<file path="src/rtl/mux4x1_rr_arbiter_pkg.sv">
`default_nettype none
// ============================================================================
// Module      : mux4x1_pkg
// Description : Shared types and constants for the 4-requester round-robin
//               arbiter that drives the select lines of a 4:1 mux.
// Contents    : NUM_REQ, CNT_W, idx_t (requester index), state_t (FSM).
// Revision    : 1.0 - initial release
// ============================================================================
package mux4x1_pkg;

  localparam int NUM_REQ = 4;
  localparam int CNT_W   = 4;

  typedef logic [1:0] idx_t;

  typedef enum logic [0:0] {
    IDLE  = 1'b0,
    GRANT = 1'b1
  } state_t;

endpackage : mux4x1_pkg
`default_nettype wire

</file>
<file path="src/rtl/mux4x1_rr_arbiter_if.sv">
`default_nettype none
// ============================================================================
// Module      : mux4x1_rr_arbiter_if
// Description : Request/grant bundle between the requesters, the downstream
//               consumer and the round-robin arbiter.
// Signals     : req[3:0]  - one request per mux input
//               ready     - downstream accepts y this cycle
//               gnt[3:0]  - one-hot grant (zero when idle)
//               s0, s1    - mux select LSB / MSB
//               valid     - y carries the owner's data this cycle
// Modports    : master (requester/consumer side), slave (arbiter side)
// Revision    : 1.0 - initial release
// ============================================================================
interface mux4x1_rr_arbiter_if;
  import mux4x1_pkg::*;

  logic [NUM_REQ-1:0] req;
  logic               ready;
  logic [NUM_REQ-1:0] gnt;
  logic               s0;
  logic               s1;
  logic               valid;

  modport master (
    output req,
    output ready,
    input  gnt,
    input  s0,
    input  s1,
    input  valid
  );

  modport slave (
    input  req,
    input  ready,
    output gnt,
    output s0,
    output s1,
    output valid
  );

endinterface : mux4x1_rr_arbiter_if
`default_nettype wire

</file>
<file path="src/rtl/mux4x1_rr_arbiter_pick.sv">
`default_nettype none
// ============================================================================
// Module      : rr_pick4
// Description : Combinational rotating priority encoder. Returns the first
//               set bit of req scanning ptr+1, ptr+2, ptr+3, ptr (mod 4).
// Ports       : req[3:0] (in), ptr[1:0] (in, last granted index),
//               idx[1:0] (out, chosen index), found (out, req != 0)
// Revision    : 1.0 - initial release
// ============================================================================
module rr_pick4
  import mux4x1_pkg::*;
(
  input  wire logic [NUM_REQ-1:0] req,
  input  wire idx_t               ptr,
  output idx_t                    idx,
  output logic                    found
);

  idx_t w_cand;

  // Scan from the farthest candidate to the nearest so the nearest set bit
  // after ptr is the last (winning) assignment.
  always_comb begin
    idx    = '0;
    found  = 1'b0;
    w_cand = ptr;
    for (int i = NUM_REQ; i >= 1; i--) begin
      w_cand = ptr + idx_t'(i);
      if (req[w_cand]) begin
        idx   = w_cand;
        found = 1'b1;
      end
    end
  end

endmodule : rr_pick4
`default_nettype wire

</file>
<file path="src/rtl/mux4x1_rr_arbiter.sv">
`default_nettype none
// ============================================================================
// Module      : mux4x1_rr_arbiter
// Description : Round-robin arbiter sharing a 4:1 mux among four requesters.
//               A grant is held until the owner drops req or completes
//               MAX_HOLD accepted beats; handover re-picks in the same edge
//               so there is no idle bubble between owners.
// Ports       : clk  - clock, rising edge
//               rst  - synchronous reset, active-high
//               bus  - mux4x1_rr_arbiter_if.slave (req, ready, gnt, s0, s1,
//                      valid)
// Parameters  : MAX_HOLD - accepted beats per tenure, 1..15
// Revision    : 1.0 - initial release
// ============================================================================
module mux4x1_rr_arbiter
  import mux4x1_pkg::*;
#(
  parameter int MAX_HOLD = 4
) (
  input  wire logic          clk,
  input  wire logic          rst,
  mux4x1_rr_arbiter_if.slave bus
);

  localparam logic [CNT_W-1:0] c_LAST_BEAT = CNT_W'(MAX_HOLD - 1);

  state_t           r_state, w_state_nxt;
  idx_t             r_owner, w_owner_nxt;
  idx_t             r_ptr,   w_ptr_nxt;
  logic [CNT_W-1:0] r_cnt,   w_cnt_nxt;

  logic             w_valid;
  logic             w_beat;
  logic             w_release;
  idx_t             w_pick_ptr;
  idx_t             w_pick_idx;
  logic             w_found;
  logic [NUM_REQ-1:0] w_gnt;

  assign w_valid   = (r_state == GRANT) && bus.req[r_owner];
  assign w_beat    = w_valid && bus.ready;
  assign w_release = (r_state == GRANT) &&
                     (!bus.req[r_owner] || (w_beat && (r_cnt == c_LAST_BEAT)));

  // On release the pointer moves to the outgoing owner in the same edge, so
  // the re-pick must already see the updated pointer.
  assign w_pick_ptr = w_release ? r_owner : r_ptr;

  rr_pick4 u_pick (
    .req   (bus.req),
    .ptr   (w_pick_ptr),
    .idx   (w_pick_idx),
    .found (w_found)
  );

  always_ff @(posedge clk) begin
    if (rst) begin
      r_state <= IDLE;
      r_owner <= '0;
      r_ptr   <= 2'd3;
      r_cnt   <= '0;
    end else begin
      r_state <= w_state_nxt;
      r_owner <= w_owner_nxt;
      r_ptr   <= w_ptr_nxt;
      r_cnt   <= w_cnt_nxt;
    end
  end

  always_comb begin
    w_state_nxt = r_state;
    w_owner_nxt = r_owner;
    w_ptr_nxt   = r_ptr;
    w_cnt_nxt   = r_cnt;
    case (r_state)
      IDLE: begin
        if (w_found) begin
          w_state_nxt = GRANT;
          w_owner_nxt = w_pick_idx;
          w_cnt_nxt   = '0;
        end
      end
      GRANT: begin
        if (w_release) begin
          w_ptr_nxt = r_owner;
          w_cnt_nxt = '0;
          if (w_found) begin
            // Includes a sole requester re-granted to itself at the limit.
            w_owner_nxt = w_pick_idx;
          end else begin
            w_state_nxt = IDLE;
          end
        end else if (w_beat) begin
          w_cnt_nxt = r_cnt + 1'b1;
        end
      end
      default: w_state_nxt = IDLE;
    endcase
  end

  always_comb begin
    w_gnt = '0;
    if (r_state == GRANT) begin
      w_gnt[r_owner] = 1'b1;
    end
  end

  // Select follows the owner register, so it holds the last owner in IDLE.
  assign bus.gnt   = w_gnt;
  assign bus.s0    = r_owner[0];
  assign bus.s1    = r_owner[1];
  assign bus.valid = w_valid;

endmodule : mux4x1_rr_arbiter
`default_nettype wire

</file>
<file path="src/flat_wrapper.sv">
// flat-port wrapper written by rule: the top's interface ports become plain ports
module mux4x1_rr_arbiter_flat import mux4x1_pkg::*;
#(
  parameter int MAX_HOLD = 4
)
  (clk, rst, bus_req, bus_ready, bus_gnt, bus_s0, bus_s1, bus_valid);
  mux4x1_rr_arbiter_if bus_i ();
  input  wire logic clk;
  input  wire logic rst;
  input wire logic [$bits(bus_i.req)-1:0] bus_req;
  input wire logic [$bits(bus_i.ready)-1:0] bus_ready;
  output wire logic [$bits(bus_i.gnt)-1:0] bus_gnt;
  output wire logic [$bits(bus_i.s0)-1:0] bus_s0;
  output wire logic [$bits(bus_i.s1)-1:0] bus_s1;
  output wire logic [$bits(bus_i.valid)-1:0] bus_valid;
  assign bus_i.req = bus_req;
  assign bus_i.ready = bus_ready;
  assign bus_gnt = bus_i.gnt;
  assign bus_s0 = bus_i.s0;
  assign bus_s1 = bus_i.s1;
  assign bus_valid = bus_i.valid;
  mux4x1_rr_arbiter #(.MAX_HOLD(MAX_HOLD)) u_core (.clk(clk), .rst(rst), .bus(bus_i));
endmodule
</file>
<file path="config.mk">
export PLATFORM = sky130hd
export DESIGN_NAME = mux4x1_rr_arbiter_flat
export DESIGN_NICKNAME = d
export VERILOG_FILES = /design/src/rtl/mux4x1_rr_arbiter_pkg.sv /design/src/rtl/mux4x1_rr_arbiter_if.sv /design/src/rtl/mux4x1_rr_arbiter_pick.sv /design/src/rtl/mux4x1_rr_arbiter.sv /design/src/flat_wrapper.sv
export SDC_FILE = /design/constraint.sdc
export NUM_CORES = 1
export LEC_CHECK = 0
export CAP_MARGIN = 20
export CORE_ASPECT_RATIO = 0.8
export CORE_MARGIN = 8
export CORE_UTILIZATION = 39
export CTS_CLUSTER_SIZE = 16
export DETAILED_ROUTE_END_ITERATION = 8
export GPL_TIMING_DRIVEN = 0
export SYNTH_ARGS = -nofsm -noshare
export SYNTH_HDL_FRONTEND = slang
export SYNTH_SLANG_ARGS = --single-unit
</file>
<file path="constraint.sdc">
create_clock -name clk -period 3.66 [get_ports clk]
set_clock_uncertainty 0.1 [all_clocks]
set_input_delay 0.915 -clock clk [delete_from_list [all_inputs] [get_ports clk]]
set_output_delay 0.915 -clock clk [all_outputs]
set_load 0.02 [all_outputs]
</file>
==> results.md <==
- Status: complete, no violations
- CP required: 2640 ps
- Max Cap Viol: 0
- DIE AREA: 0.003448 mm2
- CTS max path bufs: 2
- Switching Share: 39.17%
- N_diodes: 0
- Most area-consuming cells after synthesis: dfxtp_1, o21ai_0, a21oi_1
- Placed cell area: 867.1 um2
- Number of library cell types mapped by synthesis: 36
- Crit Path Class: in -> out
- Buffers on Ports: 13
- CP Launch Point: bus_req[1]
- Rel. slew slack: 71.01%
- Clk root buf: clkbuf_4
- Post-synth top flop: dfxtp_1
- Worst min-delay path category: reg -> reg
- Critical Path Fanout Max: 6
- WL per Instance: 13.65 um
- DRC: 0
- Synth warn: 0
- Overflow after GRT: 0
- Post-route cell area: 897.1 um2
- Sequential fraction of the synthesis area: 25.40%
- Chip height: 54.15 um
- Launch point of the worst reg-to-reg path: u_core.r_cnt[0]$_SDFFE_PP0P_
- Setup_tns: 0 ps
- Slew of the pin with the lowest slew margin: 432.8 ps
- Post-synthesis net count: 101
- RSZ-0062 raised after global routing: false
- Sequential Power Share: 29.5%
- Die width: 63.69 um
- Area Overhead vs Synth: 26.46%
- Net Sw Power: 161.0 uW
- Num rows: 13
- Largest net degree at the start of global routing: 11
- Final slew viol count: 0
- Tot GR Track Use: 11.99%
- R2R Path End: u_core.r_owner[1]$_SDFFE_PP0P_
- Core area: 0.001675 mm2
- Pre-Repair DR Iteration Count: 4
- Iter 0 DRT Violations: 26
- Yosys top cell area share: 25.40%
- Most instantiated cells after synthesis: dfxtp_1, nor2_1, o21ai_0
- Initial core utilization: 42.35%
- Pwr per Cell Area: 458.3 mW/mm2
- Cell taking the most area after synthesis: dfxtp_1
- Io pins: 14
- FF-to-FF setup slack: 1600 ps
- Min Clock Period, post-route: 3481 ps
- Final Wtd Congestion: 0.8362
- Crit path launch type: primary input
- Detailed Route WL: 1.816 mm
- Hold slack: 384.2 ps
- HPWL after DPL: 1.375 mm
- Final Setup Violations: 0
- DRT antenna net count: 0
- Achievable clock frequency: 287.3 MHz
- Synth Instances: 93
- Seq cells post-synth: 9
- FILL cells: 166
- Number of synthesized flops with an enable pin: 0
- Post-placement cell count: 128
- Max VDD drop: 0.1799 mV
- Arrival @ worst endpoint: 2470 ps
- Register-to-Register Path Depth: 7
- Static leakage: 0.0003580 uW
- Worst Slack Setup Final: 179.1 ps
- Clock transition at path regs: 60 ps
- Synth async-reset ratio: 0%
- Post-layout nets: 120
- Cts bufs inserted: 3
- Initial antenna violation count: 0
- Crit path to: bus_valid
- Post-DR vias/cell: 5.466
- Multi-input logic area: 481.7 um2
- Layout cell share with drive strength beyond 1: 14.41%
- Via count: 727
- Fin cells: 133
- Placement Setup Slack: -129.7 ps
- Mapped Avg Cell Area: 7.628 um2
- CTS HTree Levels: 1
- Final Hold Vio Count: 0
- Clock network power share: 19.2%
- Tcrit/Tclk final: 95.11%
- Worst skew pair latency: 260 ps
- Comb pwr share: 51.2%
- CP Capture Type: output pin
- Via count of the first global-routing pass: 632
- Register area: 180.2 um2
- First-pass GRT wire length: 3.174 mm
- Cell Area, Synth: 709.4 um2
- Design internal power: 250.1 uW
- TritonCTS clock tree: yes
- Clk sink count: 9
final cells by class:
class	instances	share of cell area, %
inverter	7	2.929
clock buffer	4	2.929
timing repair buffer	14	14.92
multi-input combinational	74	53.70
buffer	3	2.371
sequential	9	20.08
tap	22	3.068
layer usage:
metal	vias up	part of all wire, %	track usage [%]
met4	0	1.7	8.856
met2	15	38	14.96
li1	376	-	-
met3	2	5.9	3.934
met1	334	54	16.47
met5	-	0	0
cells by family (layout without fill, tap and decap cells):
logic type | Yosys count | after routing | share of synthesized area [%]
flip-flops | 9 | 9 | 25.40
buffers and inverters | 10 | 28 | 6.703
AO/OA/AOI/OAI | 28 | 28 | 25.57
adder cells (fa/ha/maj) | 1 | 1 | 1.763
multiplexers | 5 | 5 | 9.523
AND/OR/NAND/NOR | 40 | 40 | 31.04
cells in the final DEF, fill, tap and decap left out, types with 2 or more instances in the layout:
master	count
dfxtp_1	9
o21ai_0	8
nor2b_1	2
nand2_1	7
dlygate4sd2_1	3
nand3_1	5
mux2i_1	3
o21ai_1	2
inv_1	7
buf_2	2
a311oi_1	2
a21oi_1	7
nand2b_1	2
a31oi_1	2
clkdlybuf4s50_1	10
nor3_1	4
nand3b_1	2
clkbuf_4	3
nor2_1	9
critical path, cell delays in order:
cell and delay, ps:
clkdlybuf4s50_1 540, mux4_2 530, and2_1 170, dlygate4sd2_1 310
how the worst min path moves through the flow:
| stage | from | end | slack (ps) | depth (start not counted) |
|---|---|---|---|---|
| after global placement | u_core.r_cnt[1]$_SDFFE_PP0P_ | u_core.r_cnt[1]$_SDFFE_PP0P_ | 360 | 2 |
| after global routing | u_core.r_cnt[1]$_SDFFE_PP0P_ | u_core.r_cnt[1]$_SDFFE_PP0P_ | 420 | 2 |
| final | u_core.r_cnt[1]$_SDFFE_PP0P_ | u_core.r_cnt[1]$_SDFFE_PP0P_ | 380 | 2 |
| after CTS | u_core.r_cnt[1]$_SDFFE_PP0P_ | u_core.r_cnt[1]$_SDFFE_PP0P_ | 380 | 2 |
| after floorplan | u_core.r_cnt[1]$_SDFFE_PP0P_ | u_core.r_cnt[1]$_SDFFE_PP0P_ | 340 | 2 |
| after detailed placement | u_core.r_cnt[1]$_SDFFE_PP0P_ | u_core.r_cnt[1]$_SDFFE_PP0P_ | 370 | 2 |
state kept, by name, indices dropped and copies added, names as in the netlist:
signal          flops
u_core.r_cnt        4
u_core.r_owner      2
u_core.r_ptr        2
u_core.r_state      1
per-stage QoR:
step	total power [uW]	utilization, %
5_1_grt	449.1	53.55
2_1_floorplan	267.1	-
4_1_cts	413.8	53.55
6_report	411.2	53.55
3_3_place_gp	327.5	51.75
3_5_place_dp	330.1	51.75
timing repair:
| item | 4_1_cts | 5_1_grt |
|---|---|---|
| setup endpoints to repair | 1 | 0 |
| buffers inserted | 1 | 0 |
| resized for setup | 3 | 0 |
| hold buffers | 0 | 0 |
power by group through the flow:
| stage | clock network [uW] | registers (uW) | logic (uW) |
|---|---|---|---|
| final | 79.0 | 121 | 211 |
| after global routing | 94.0 | 123 | 232 |
| after CTS | 82.3 | 121 | 210 |
| after detailed placement | 0 | 124 | 207 |
| after global placement | 0 | 123 | 204 |
| after floorplan | 0 | 129 | 138 |
Power figures use the tool's default switching activity.
